### config.mk
export PLATFORM = sky130hd
export DESIGN_NAME = sfx_sequencer_flat
export DESIGN_NICKNAME = d
export VERILOG_FILES = /design/src/rtl/sfx_if.sv /design/src/rtl/sfx_sequencer.sv /design/src/flat_wrapper.sv
export SDC_FILE = /design/constraint.sdc
export NUM_CORES = 1
export LEC_CHECK = 0
export BUFFER_PORTS_ARGS = -buffer_cell sky130_fd_sc_hd__buf_2
export CAP_MARGIN = 25
export CORE_ASPECT_RATIO = 0.75
export CORE_UTILIZATION = 30
export DETAILED_ROUTE_END_ITERATION = 12
export PLACE_DENSITY_LB_ADDON = 0.15
export SYNTH_ARGS = -nofsm -noshare
export SYNTH_HDL_FRONTEND = slang
export SYNTH_SLANG_ARGS = --single-unit
export TNS_END_PERCENT = 50
### constraint.sdc
create_clock -name clk -period 3.37 [get_ports clk]
set_input_delay 0.674 -clock clk [delete_from_list [all_inputs] [get_ports clk]]
set_output_delay 0.674 -clock clk [all_outputs]
set_load 0.01 [all_outputs]
### src/rtl/sfx_if.sv
// sfx_if: handshake/bus bundle between the sound-effect sequencer and its environment
// master drives requests, volume pulses and the note table; slave is the sequencer side.
interface sfx_if #(
    parameter int NUM_EVT = 4,
    parameter int LEN_W   = 4,
    parameter int VOL_MAX = 5
);
    localparam int ID_W = NUM_EVT > 1 ? $clog2(NUM_EVT) : 1;
    logic [NUM_EVT-1:0] evt_req;
    logic               mute;
    logic               vol_up;
    logic               vol_dn;
    logic [21:0]        tbl_div;
    logic [LEN_W-1:0]   tbl_len;
    logic [ID_W-1:0]    evt_id;
    logic [LEN_W-1:0]   beat_idx;
    logic               busy;
    logic [21:0]        note_div;
    logic [2:0]         vol;
    logic [VOL_MAX-1:0] vol_led;
    modport master (
        output evt_req, mute, vol_up, vol_dn, tbl_div, tbl_len,
        input  evt_id, beat_idx, busy, note_div, vol, vol_led
    );
    modport slave (
        input  evt_req, mute, vol_up, vol_dn, tbl_div, tbl_len,
        output evt_id, beat_idx, busy, note_div, vol, vol_led
    );
endinterface

### src/rtl/sfx_sequencer.sv
// sfx_sequencer: priority sound-event sequencer stepping through note beats with volume control
// clk, rst (async, active-high) plain ports; bus (sfx_if.slave):
//   in  evt_req, mute, vol_up, vol_dn, tbl_div, tbl_len
//   out evt_id, beat_idx, busy, note_div, vol, vol_led
// Optional macro SFX_QUEUE_EN adds a one-entry pending-event register.
module sfx_sequencer #(
    parameter int NUM_EVT     = 4,
    parameter int BEAT_CYC    = 4194304,
    parameter int LEN_W       = 4,
    parameter int VOL_MAX     = 5,
    parameter int VOL_RST     = 3,
    parameter int SILENCE_DIV = 1
) (
    input logic   clk,
    input logic   rst,
    sfx_if.slave  bus
);
    localparam int ID_W  = NUM_EVT > 1 ? $clog2(NUM_EVT) : 1;
    localparam int CNT_W = BEAT_CYC > 1 ? $clog2(BEAT_CYC) : 1;
    localparam logic [0:0] IDLE = 1'b0;
    localparam logic [0:0] PLAY = 1'b1;
    logic [0:0]       state, state_nx;
    logic [ID_W-1:0]  evt_id, id_nx, req_id;
    logic [LEN_W-1:0] beat_idx, beat_nx, last_idx;
    logic [CNT_W-1:0] cnt, cnt_nx;
    logic [2:0]       vol, vol_nx;
    logic [21:0]      note_div;
    logic             req_any, tc, seq_end, start;
    logic             pend_vld;
    logic [ID_W-1:0]  pend_id;
`ifdef SFX_QUEUE_EN
    logic             pend_vld_nx;
    logic [ID_W-1:0]  pend_id_nx;
`endif
    always_comb begin
        req_id = '0;
        for (int i = NUM_EVT - 1; i >= 0; i--)
            if (bus.evt_req[i]) req_id = ID_W'(i);
    end
    assign req_any  = |bus.evt_req;
    assign tc       = cnt == CNT_W'(BEAT_CYC - 1);
    // a zero-length table entry plays a single beat
    assign last_idx = bus.tbl_len == '0 ? '0 : bus.tbl_len - 1'b1;
    assign seq_end  = state == PLAY && tc && beat_idx == last_idx;
    // a request coinciding with a sequence end always wins, even a lower-priority one
    assign start    = req_any && (state == IDLE || req_id <= evt_id || seq_end);
    always_comb begin
        state_nx = state;
        id_nx    = evt_id;
        beat_nx  = beat_idx;
        cnt_nx   = cnt;
`ifdef SFX_QUEUE_EN
        pend_vld_nx = pend_vld;
        pend_id_nx  = pend_id;
`endif
        if (start) begin
            state_nx = PLAY;
            id_nx    = req_id;
            beat_nx  = '0;
            cnt_nx   = '0;
`ifdef SFX_QUEUE_EN
            if (pend_id == req_id) pend_vld_nx = 1'b0;
`endif
        end else if (seq_end) begin
            state_nx = pend_vld ? PLAY : IDLE;
            id_nx    = pend_vld ? pend_id : evt_id;
            beat_nx  = '0;
            cnt_nx   = '0;
`ifdef SFX_QUEUE_EN
            pend_vld_nx = 1'b0;
`endif
        end else if (state == PLAY) begin
            cnt_nx  = tc ? '0 : cnt + 1'b1;
            beat_nx = tc ? beat_idx + 1'b1 : beat_idx;
`ifdef SFX_QUEUE_EN
            // only lower-priority requests reach here; keep the best one seen
            if (req_any && (!pend_vld || req_id < pend_id)) begin
                pend_vld_nx = 1'b1;
                pend_id_nx  = req_id;
            end
`endif
        end
    end
    assign vol_nx = (bus.vol_up && !bus.vol_dn && vol < 3'(VOL_MAX)) ? vol + 3'd1 :
                    (bus.vol_dn && !bus.vol_up && vol != 3'd0) ? vol - 3'd1 : vol;
    always_ff @(posedge clk or posedge rst) begin
        if (rst) begin
            state    <= IDLE;
            evt_id   <= '0;
            beat_idx <= '0;
            cnt      <= '0;
            note_div <= 22'(SILENCE_DIV);
            vol      <= 3'(VOL_RST);
        end else begin
            state    <= state_nx;
            evt_id   <= id_nx;
            beat_idx <= beat_nx;
            cnt      <= cnt_nx;
            note_div <= (bus.mute || state_nx == IDLE) ? 22'(SILENCE_DIV) : bus.tbl_div;
            vol      <= vol_nx;
        end
    end
`ifdef SFX_QUEUE_EN
    always_ff @(posedge clk or posedge rst) begin
        if (rst) begin
            pend_vld <= 1'b0;
            pend_id  <= '0;
        end else begin
            pend_vld <= pend_vld_nx;
            pend_id  <= pend_id_nx;
        end
    end
`else
    assign pend_vld = 1'b0;
    assign pend_id  = '0;
`endif
    for (genvar i = 0; i < VOL_MAX; i++) begin : g_led
        assign bus.vol_led[i] = vol > 3'(i);
    end
    assign bus.evt_id   = evt_id;
    assign bus.beat_idx = beat_idx;
    assign bus.busy     = state == PLAY;
    assign bus.note_div = note_div;
    assign bus.vol      = vol;
endmodule
### src/flat_wrapper.sv
// flat-port wrapper written by rule: the top's interface ports become plain ports
module sfx_sequencer_flat 
#(
    parameter int NUM_EVT     = 4,
    parameter int BEAT_CYC    = 4194304,
    parameter int LEN_W       = 4,
    parameter int VOL_MAX     = 5,
    parameter int VOL_RST     = 3,
    parameter int SILENCE_DIV = 1
)
  (clk, rst, bus_evt_req, bus_mute, bus_vol_up, bus_vol_dn, bus_tbl_div, bus_tbl_len, bus_evt_id, bus_beat_idx, bus_busy, bus_note_div, bus_vol, bus_vol_led);
  sfx_if #(.NUM_EVT(NUM_EVT), .LEN_W(LEN_W), .VOL_MAX(VOL_MAX)) bus_i ();
  input logic clk;
  input logic rst;
  input wire logic [$bits(bus_i.evt_req)-1:0] bus_evt_req;
  input wire logic [$bits(bus_i.mute)-1:0] bus_mute;
  input wire logic [$bits(bus_i.vol_up)-1:0] bus_vol_up;
  input wire logic [$bits(bus_i.vol_dn)-1:0] bus_vol_dn;
  input wire logic [$bits(bus_i.tbl_div)-1:0] bus_tbl_div;
  input wire logic [$bits(bus_i.tbl_len)-1:0] bus_tbl_len;
  output wire logic [$bits(bus_i.evt_id)-1:0] bus_evt_id;
  output wire logic [$bits(bus_i.beat_idx)-1:0] bus_beat_idx;
  output wire logic [$bits(bus_i.busy)-1:0] bus_busy;
  output wire logic [$bits(bus_i.note_div)-1:0] bus_note_div;
  output wire logic [$bits(bus_i.vol)-1:0] bus_vol;
  output wire logic [$bits(bus_i.vol_led)-1:0] bus_vol_led;
  assign bus_i.evt_req = bus_evt_req;
  assign bus_i.mute = bus_mute;
  assign bus_i.vol_up = bus_vol_up;
  assign bus_i.vol_dn = bus_vol_dn;
  assign bus_i.tbl_div = bus_tbl_div;
  assign bus_i.tbl_len = bus_tbl_len;
  assign bus_evt_id = bus_i.evt_id;
  assign bus_beat_idx = bus_i.beat_idx;
  assign bus_busy = bus_i.busy;
  assign bus_note_div = bus_i.note_div;
  assign bus_vol = bus_i.vol;
  assign bus_vol_led = bus_i.vol_led;
  sfx_sequencer #(.NUM_EVT(NUM_EVT), .BEAT_CYC(BEAT_CYC), .LEN_W(LEN_W), .VOL_MAX(VOL_MAX), .VOL_RST(VOL_RST), .SILENCE_DIV(SILENCE_DIV)) u_core (.clk(clk), .rst(rst), .bus(bus_i));
endmodule
==> impl_metrics.yaml <==
global_routing:
  grt_pass1_vias: 2153
  grtUsageTotal_pct: 14.1
  grt_antenna_before_repair: 0
  grt-ovfl-total: 0
  grt_max_degree: 24
  grt_first_pass_wirelength_um: 10600
clock_tree:
  clock-root-buffer: "clkbuf_16"
  cts_max_path_buffers: 2
  numCtsBuffers: 5
  cts_sinks: 54
  post_cts_resized: 0
  cts_setup_buffers: 0
  hold_buffers: 0
  clock_latency_ns: 0.30
  path_clk_slew_ns: 0.07
  cts_tree: "done"
  cts-htree-levels: 2
synthesis:
  yosysWarnings: 0
  avgSynthCellArea_um2: 9.92
  synth_edf_count: 0
  synth_top_area_share_pct: 45.3
  ys_top_cells_by_area: "dfrtp_1 45%, a211oi_1 5.9%, xor2_1 5.6%, nor2_1 4.3%, ha_1 4.0%"
  yosysMostFrequentCell: "dfrtp_1"
  async_flop_share_pct: 100
  synth_seq_cells: 54
  synthFlopType: "dfrtp_1"
  seq_area_frac_synth_pct: 48.1
  ys_types: 46
  synthCells: 284
  synth_area_mm2: 0.00282
  synth.net_count: 328
  synthTopCellsByCount: "51 x dfrtp_1, 32 x nor2_1, 30 x inv_1"
  synth_top_area_cell: "dfrtp_1"
power:
  power.total_w: 0.00188
  peakVddDrop_mv: 0.182
  cellPowerDensity_mw_per_mm2: 537
  p_leak_nw: 1.70
placed_design:
  dpl.hpwl_um: 4540
  dp.cells: 479
  routabilityCongestion: 0.759
  io_buffers: 71
timing:
  fmax_ghz: 0.449
  rsz0062_at_grt: "no"
  fin_skew_ns: 0.00610
  slew_viol_final: 0
  hold_violations: 0
  setup_viol: 0
  tns_ns: 0
  relSlewSlack_pct: 58.4
  worst_pin_slew_ns: 0.622
  fin_crit_sh_pct: 66.0
  period_minus_slack_ns: 2.23
finish:
  drive_gt1_share_pct: 27.9
  final_nets: 402
  antennaDiodeCount: 0
  fin_cells: 487
  syn2layout_area_growth_pct: 24.3
  fill_cells: 935
routing:
  first_pass_iters: 4
  drt_wl_total_um: 6460
  drc: 0
  num_vias: 2256
  dr.first_iter.drc_count: 77
  wl_per_cell_um: 13.3
  via_per_inst: 4.63
  ant_nets: 0
floorplanning:
  dieHeight_um: 85.9
  core.rowCount: 30
  core_mm2: 0.00908
  dieArea_mm2: 0.00979
  initial_core_util_pct: 31.0
  ios: 72
  dieWidth_um: 114
worst_setup_path:
  endpoint_kind: "output pin"
  crit_path_max_fanout: 5
  critical_path_arrival_ns: 1.55
  crit_required_ns: 2.70
  criticalPathCategory: "register to output pin"
  start_kind: "register"
flow_run:
  cap_violations: 0
worst_hold_path:
  min_path_type: "primary input to async pin"
run_status:
  status: "finished, final reports clean"
[placed cells by master, fill, tap and decap left out, types with 2 or more instances in the layout]
cell type and count:
nand3b_1 3, nor2_1 32, inv_1 29, nand2_1 18, ha_1 9, a21oi_1 5, and4_1 4, dfrtp_1 51
clkinvlp_4 2, nand4_1 8, nand3_1 10, nor3_1 6, xor2_1 18, clkbuf_16 5, nor2b_1 4, and3_1 3
a211oi_1 22, or4_1 2, xnor2_1 7, dfstp_2 3, and2_1 3, buf_2 71, o211ai_1 5, o21ai_0 6
buf_4 7, a31oi_1 3
[kinds of logic (layout without fill, tap and decap cells)]
group                      Yosys count  count (layout)  share of synthesized area, %
and+or+nand+nor                    103             103                          20.1
adders and majority gates            9               9                          4.00
DFF                                 54              54                          48.1
AOI/OAI and AO/OA                   52              52                          13.9
buffers and inverters               41             116                          6.17
xor gates and xnor gates            25              25                          7.77
[report_power, final]
part	leakage [nW]	switching [W]	internal, W
combinational	0.918	0.000303	0.000211
sequential	0.710	0.0000544	0.000714
clock	0.0760	0.000248	0.000351
total	1.70	0.000605	0.00128
[path summary, 6_finish.rpt]
check | from | to | slack [ns] | cells after the start
max reg2reg | u_core.bus.beat_idx[0] | u_core.bus.note_div[10] | 1.21 | 6
max in group asynchronous | rst | u_core.bus.vol[0] | 2.23 | 3
min | rst | u_core.bus.note_div[15] | 0.41 | 2
min reg2reg | u_core.bus.vol[0] | u_core.bus.vol[0] | 0.52 | 1
min in group clk | u_core.bus.vol[0] | u_core.bus.vol[0] | 0.52 | 1
max | u_core.bus.vol[0] | bus_vol_led[0] | 1.14 | 5
[per-layer routing]
layer / GRT usage [%] / vias to the layer above / part of all wire [%]
met1: 19.6 / 1086 / 52
met2: 21.2 / 33 / 44
met3: 2.76 / 5 / 2.4
met4: 6.38 / 0 / 1.4
met5: 0 / - / 0
li1: - / 1132 / -
[metrics by stage]
| step | hold WS [ns] | area (um^2) | worst slack, ns | util (%) |
|---|---|---|---|---|
| final | 0.412 | 3500 | 1.14 | 38.6 |
| after global routing | 0.443 | 3500 | 1.03 | 38.6 |
| after CTS | 0.416 | 3500 | 1.13 | 38.6 |
| after detailed placement | 0.515 | 3330 | 0.815 | 36.7 |
| after global placement | 0.511 | 3330 | 0.865 | 36.7 |
| after floorplan | 0.497 | 2820 | 1.13 | - |
[layout make-up]
cell class,count,area [um^2],area share [%]
clock inverter,3,45.0,1.29
inverter,30,113,3.21
clock buffer,5,125,3.57
sequential,54,1360,38.7
multi-input combinational,189,1300,37.0
tap,128,160,4.57
timing repair buffer,78,408,11.6
[registers in the layout (all words and copies together) (netlist names)]
| register | count |
|---|---|
| u_core.bus.note_div | 22 |
| u_core.cnt | 22 |
| u_core.bus.beat_idx | 4 |
| u_core.bus.vol | 3 |
| u_core.bus.evt_id | 2 |
| u_core.bus.busy | 1 |
[worst max-delay path, cell delays in order (launching register included)]
cell and delay [ns]:
dfstp_2 0.58, inv_1 0.07, ha_1 0.21, ha_1 0.18
inv_1 0.08, buf_2 0.13
Power figures use the tool's default switching activity.
